### src/rtl/ob_cn_alloc.sv
// ob_cn_alloc: slot allocator and sequencer for the N-entry conditional-command table.
// Installs commands into the lowest free entry, retires entries on maturity or cancel,
// and drains the whole table one entry per cycle on a flush request.
// Optional feature macro: OB_CN_ALLOC_AFULL_EN adds the AFULL parameter and afull_r output.
//
// Handshake: an install happens in the cycle where cmd_vld_r and cmd_rdy are both high;
// cmd_rdy never depends on cmd_vld_r, and the allocate strobe al_vld is asserted only in
// that cycle. Retire/cancel/flush produce dl_vld strobes in the cycle they take effect.
module ob_cn_alloc #(
    parameter int N = 4
`ifdef OB_CN_ALLOC_AFULL_EN
    ,
    parameter int AFULL = N - 1
`endif
    ,
    localparam int W = $clog2(N)
) (
    input  logic         clk,
    input  logic         rst,
    input  logic         cmd_vld_r,
    output logic         cmd_rdy,
    output logic [N-1:0] al_vld,
    input  logic         mtr_vld_r,
    input  logic         mtr_accept,
    input  logic [N-1:0] mtr_gnt,
    input  logic         cncl_vld,
    input  logic [W-1:0] cncl_slot,
    input  logic         flush_req,
    output logic [N-1:0] dl_vld,
    output logic [N-1:0] busy_r,
    output logic [W:0]   cnt_r,
    output logic         full_r,
    output logic         empty_r,
    output logic         flush_done_r,
    output logic         cncl_err_r,
`ifdef OB_CN_ALLOC_AFULL_EN
    output logic         afull_r,
`endif
    output logic [1:0]   state_dbg
);

    // Padded width so any cncl_slot value indexes a real bit (padding bits read as free).
    localparam int NP = 1 << W;

    typedef enum logic [1:0] {
        RUN   = 2'd0,
        FLUSH = 2'd1,
        DONE  = 2'd2
    } state_t;

    state_t       state;
    state_t       state_nx;
    logic [N-1:0] free_pick;
    logic [N-1:0] busy_pick;
    logic [NP-1:0] busy_pad;
    logic [N-1:0] retire_vec;
    logic [N-1:0] cncl_vec;
    logic         cncl_hit;
    logic [N-1:0] busy_w;
    logic [W:0]   cnt_w;

    function automatic logic [W:0] popcount(input logic [N-1:0] v);
        logic [W:0] c;
        c = '0;
        for (int i = 0; i < N; i++) c = c + (W+1)'(v[i]);
        return c;
    endfunction

    assign busy_pad  = NP'(busy_r);
    assign state_dbg = state;

    // Priority pickers: lowest free slot for installs, lowest busy slot for the flush drain.
    always_comb begin
        logic found_free;
        logic found_busy;
        free_pick  = '0;
        busy_pick  = '0;
        found_free = 1'b0;
        found_busy = 1'b0;
        for (int i = 0; i < N; i++) begin
            if (!found_free && !busy_r[i]) begin
                free_pick[i] = 1'b1;
                found_free   = 1'b1;
            end
            if (!found_busy && busy_r[i]) begin
                busy_pick[i] = 1'b1;
                found_busy   = 1'b1;
            end
        end
    end

    // Strobes and next-state values; retire is masked to busy slots so the count stays exact.
    always_comb begin
        cmd_rdy    = (state == RUN) && !full_r;
        al_vld     = (cmd_vld_r && cmd_rdy) ? free_pick : '0;
        retire_vec = (mtr_vld_r && mtr_accept) ? (mtr_gnt & busy_r) : '0;
        cncl_hit   = cncl_vld && busy_pad[cncl_slot];
        cncl_vec   = cncl_hit ? (N'(1) << cncl_slot) : '0;
        dl_vld     = retire_vec | cncl_vec | ((state == FLUSH) ? busy_pick : '0);
        busy_w     = (busy_r & ~dl_vld) | al_vld;
        cnt_w      = cnt_r + (W+1)'(|al_vld) - popcount(dl_vld);
    end

    // Flush sequencer next-state logic.
    always_comb begin
        state_nx = state;
        case (state)
            RUN:     if (flush_req) state_nx = FLUSH;
            FLUSH:   if ((busy_r & ~dl_vld) == '0) state_nx = DONE;
            DONE:    state_nx = RUN;
            default: state_nx = RUN;
        endcase
    end

    // State register plus busy map, count and flags, all updated together.
    always_ff @(posedge clk or negedge rst) begin
        if (!rst) begin
            state        <= RUN;
            busy_r       <= '0;
            cnt_r        <= '0;
            full_r       <= 1'b0;
            empty_r      <= 1'b1;
            flush_done_r <= 1'b0;
            cncl_err_r   <= 1'b0;
        end else begin
            state        <= state_nx;
            busy_r       <= busy_w;
            cnt_r        <= cnt_w;
            full_r       <= (cnt_w == (W+1)'(N));
            empty_r      <= (cnt_w == '0);
            flush_done_r <= (state_nx == DONE);
            if (cncl_vld && !cncl_hit) cncl_err_r <= 1'b1;
        end
    end

`ifdef OB_CN_ALLOC_AFULL_EN
    // Almost-full flag tracks the next count so it lines up with cnt_r.
    always_ff @(posedge clk or negedge rst) begin
        if (!rst) afull_r <= 1'b0;
        else      afull_r <= (cnt_w >= (W+1)'(AFULL));
    end
`endif

endmodule

### config.mk
export PLATFORM = sky130hd
export DESIGN_NAME = ob_cn_alloc
export DESIGN_NICKNAME = d
export VERILOG_FILES = /design/src/rtl/ob_cn_alloc.sv
export SDC_FILE = /design/constraint.sdc
export NUM_CORES = 1
export LEC_CHECK = 0
export ABC_AREA = 0
export BUFFER_PORTS_ARGS = -buffer_cell sky130_fd_sc_hd__buf_4
export CAP_MARGIN = 20
export CORE_MARGIN = 3
export CORE_UTILIZATION = 46
export DETAILED_ROUTE_END_ITERATION = 6
export GPL_TIMING_DRIVEN = 0
export PLACE_DENSITY_LB_ADDON = 0.1
export SYNTH_ARGS = -nofsm -noshare
export SYNTH_HDL_FRONTEND = slang
export SYNTH_SLANG_ARGS = --single-unit
### constraint.sdc
create_clock -name clk -period 3.7 [get_ports clk]
set_input_delay 0.74 -clock clk [delete_from_list [all_inputs] [get_ports clk]]
set_output_delay 0.74 -clock clk [all_outputs]
set_load 0.02 [all_outputs]
==> key figures <==
Layout
  – Sequential cell area: 327 um2
  – Final Cell Area: 1130 um2
  – Inserted Diodes: 0
  – Final Util: 70.7%
  – Layout fillers: 127
  – Layout area overhead: 38.4%
  – Fin nets: 133
  – Area of the multi-input gates: 438 um2
  – Share of layout cells above drive strength 1: 41.2%

Detailed routing
  – Total wire length: 1900 um
  – First-pass DRT Iterations: 4
  – DR vias: 721
  – DR vias/cell: 5.22
  – Avg WL per Cell: 13.7 um
  – Antenna Violating Nets Remaining: 0
  – Starting DRC count in detailed routing: 17
  – # DRC: 0

Die
  – Row Count: 14
  – Die Width: 48.1 um
  – Core area: 1590 um2
  – Chip Height: 48.1 um
  – DIE AREA: 2310 um2
  – Initial core utilization: 51.1%
  – I/O pin total: 35

Placement
  – Dpl ws: 0.428 ns
  – Routability cong.: 0.840
  – HPWL after detailed placement: 1550 um
  – Cell Area, Placed: 1100 um2
  – Port Buf Inserts: 34

Synth
  – EDFF count, synth: 0
  – Largest area contributor in the netlist: dfrtp_1
  – Post-synth top area share: 36.9%
  – Avg Cell Area, Syn: 10.7 um2
  – Top cells by area, synth: dfrtp_1 37%, fa_1 7.4%, inv_1 4.1%, dfstp_2 3.2%, and3_1 3.1%
  – Async S/R FF share, synth: 100%
  – Sequential area share after synthesis: 40.1%
  – Yosys warns: 0
  – Post-Syn Nets: 94
  – Yosys reg bits: 13
  – Dominant synthesized flop cell: dfrtp_1
  – Mapped Cells: 76
  – Cell Area, Synth: 815 um2
  – Yosys cell types: 37

Setup path
  – Element type at the critical path start: flop
  – Reg-to-Reg End: full_r$_DFF_PN0_
  – FF-to-FF setup slack: 0.44 ns
  – Max FO, Critical Path: 9
  – Worst Path Required: 3.89 ns
  – CP endpoint kind: flop
  – Crit-path cells: or3b_4 -> nor2_1 -> nand2_1 -> a31oi_1 -> fa_1 -> inv_1 -> ha_1 -> inv_1 -> fa_1 -> xor2_1 -> xnor2_1 -> nor3b_1
  – Critical Path AT: 3.45 ns
  – Worst-case reg-to-reg path depth: 12
  – Slowest CP cell: dfrtp_1
  – Type of the worst setup path: reg2reg
  – Reg2reg start: busy_r[0]$_DFF_PN0_
  – CP startpoint: busy_r[0]$_DFF_PN0_
  – Max incr delay on CP: 0.48 ns

Timing
  – Final Skew: 0.00170 ns
  – Slew Limit Fails: 0
  – Setup_tns: 0 ns
  – Max_slew headroom: 61.7%
  – Period utilization: 88.1%
  – Fmax: 307 MHz
  – Slew @ Worst Pin: 0.569 ns
  – Min Tclk post-route: 3.26 ns
  – Final setup fails: 0
  – Final Hold Viols: 0
  – RSZ-0062 raised after global routing: no
  – Final worst setup slack: 0.441 ns
  – Hold Slack: 0.289 ns

Global route
  – First-pass GRT wire length: 2940 um
  – Grt ovf: 0
  – Total GRT Usage: 18.2%
  – Vias in the first global route: 681
  – Largest net degree at the start of global routing: 14
  – Antenna violations before repair: 0

Clock tree
  – Root Driver: clkbuf_4
  – Clock Sinks: 13
  – Number of setup buffers added after CTS: 0
  – H-tree depth: 1
  – Post_cts resized: 0
  – Clock Latency Late Sink: 0.27 ns
  – Maximum clock insertion buffer count: 2
  – TritonCTS clock tree: done
  – # hold bufs at CTS: 0
  – CTS Buf Count: 3
  – Clock transition at path regs: 0.09 ns

Run status
  – Status: finished clean

Hold path
  – Hold Crit Class: in2async

Pwr
  – Power per standard cell area: 816 nW/um2
  – Leakage: 0.000569 uW
  – Worst IR Drop VDD: 733 uV

Run
  – Max_cap viols: 0
[where the power goes]
group          switching (uW)  internal (uW)
sequential               53.3            202
clock                    51.1           40.0
combinational             318            256
total                     422            498
[metrics by stage]
step                      power (uW)  instances
after floorplan                  642         76
after CTS                        926        138
after global routing            1010        138
final                            920        138
after detailed placement         831        134
after global placement           818        134
[layout by cell type, fill, tap and decap left out, types with 2 or more instances in the layout]
cell | Yosys | final
buf_4 | 0 | 34
dfrtp_1 | 12 | 12
inv_1 | 9 | 9
nand3_1 | 5 | 5
and3_1 | 4 | 4
nor3_1 | 3 | 3
nor2_1 | 3 | 3
fa_1 | 3 | 3
clkbuf_4 | 0 | 3
nor2b_1 | 2 | 2
nand2_1 | 2 | 2
xnor2_1 | 2 | 2
o21bai_1 | 2 | 2
a21o_1 | 2 | 2
o21ai_0 | 2 | 2
ha_1 | 2 | 2
[worst max-delay path, delay by kind of cell (launching register included)]
kind,cells,cell delay (ns)
compound gates,1,0.27
xor+xnor,2,0.41
fa+ha+maj,3,0.98
buf+inv,2,0.11
flops,1,0.48
simple gates,4,0.91
[worst max-delay path by stage]
stage	endpoint	slack, ns	cells after the start
final	full_r$_DFF_PN0_	0.44	12
after global routing	full_r$_DFF_PN0_	0.18	12
after CTS	full_r$_DFF_PN0_	0.45	12
after detailed placement	full_r$_DFF_PN0_	0.43	11
after global placement	full_r$_DFF_PN0_	0.42	11
after floorplan	full_r$_DFF_PN0_	0.35	12
[cells by family (layout without fill, tap and decap cells)]
group,count (synthesis),count (layout),synth area share (%)
AND/OR/NAND/NOR,29,29,24.1
AO/OA/AOI/OAI,14,14,13.2
flip-flops,13,13,40.1
buffers and inverters,11,49,6.14
adder cells (fa/ha/maj),5,5,10.4
XOR/XNOR,3,3,3.23
multiplexers,1,1,2.76
[registers in the layout, summed over array words and instances (netlist names)]
signal	cells
full_r	1
state_dbg	2
busy_r	4
cnt_r	3
flush_done_r	1
cncl_err_r	1
empty_r	1
[cell usage after synthesis, types with 2 or more instances]
master / n
a21o_1: 2
and3_1: 4
dfrtp_1: 12
fa_1: 3
ha_1: 2
inv_1: 9
nand2_1: 2
nand3_1: 5
nor2_1: 3
nor2b_1: 2
nor3_1: 3
o21ai_0: 2
o21bai_1: 2
xnor2_1: 2
[final cells by class]
class / count / area share [%]
sequential: 13 / 29.0
buffer: 2 / 1.44
tap: 24 / 2.66
timing repair buffer: 34 / 22.6
inverter: 9 / 3.00
clock buffer: 3 / 2.00
clock inverter: 1 / 0.444
multi-input combinational: 52 / 38.8
[layer usage]
| layer | share of wire (%) | global-route usage [%] |
|---|---|---|
| met3 | 6.0 | 3.76 |
| met4 | 0.21 | 3.23 |
| met2 | 51 | 33.0 |
| met5 | 0 | 0 |
| met1 | 43 | 22.1 |
(Power assumes the default switching activity.)
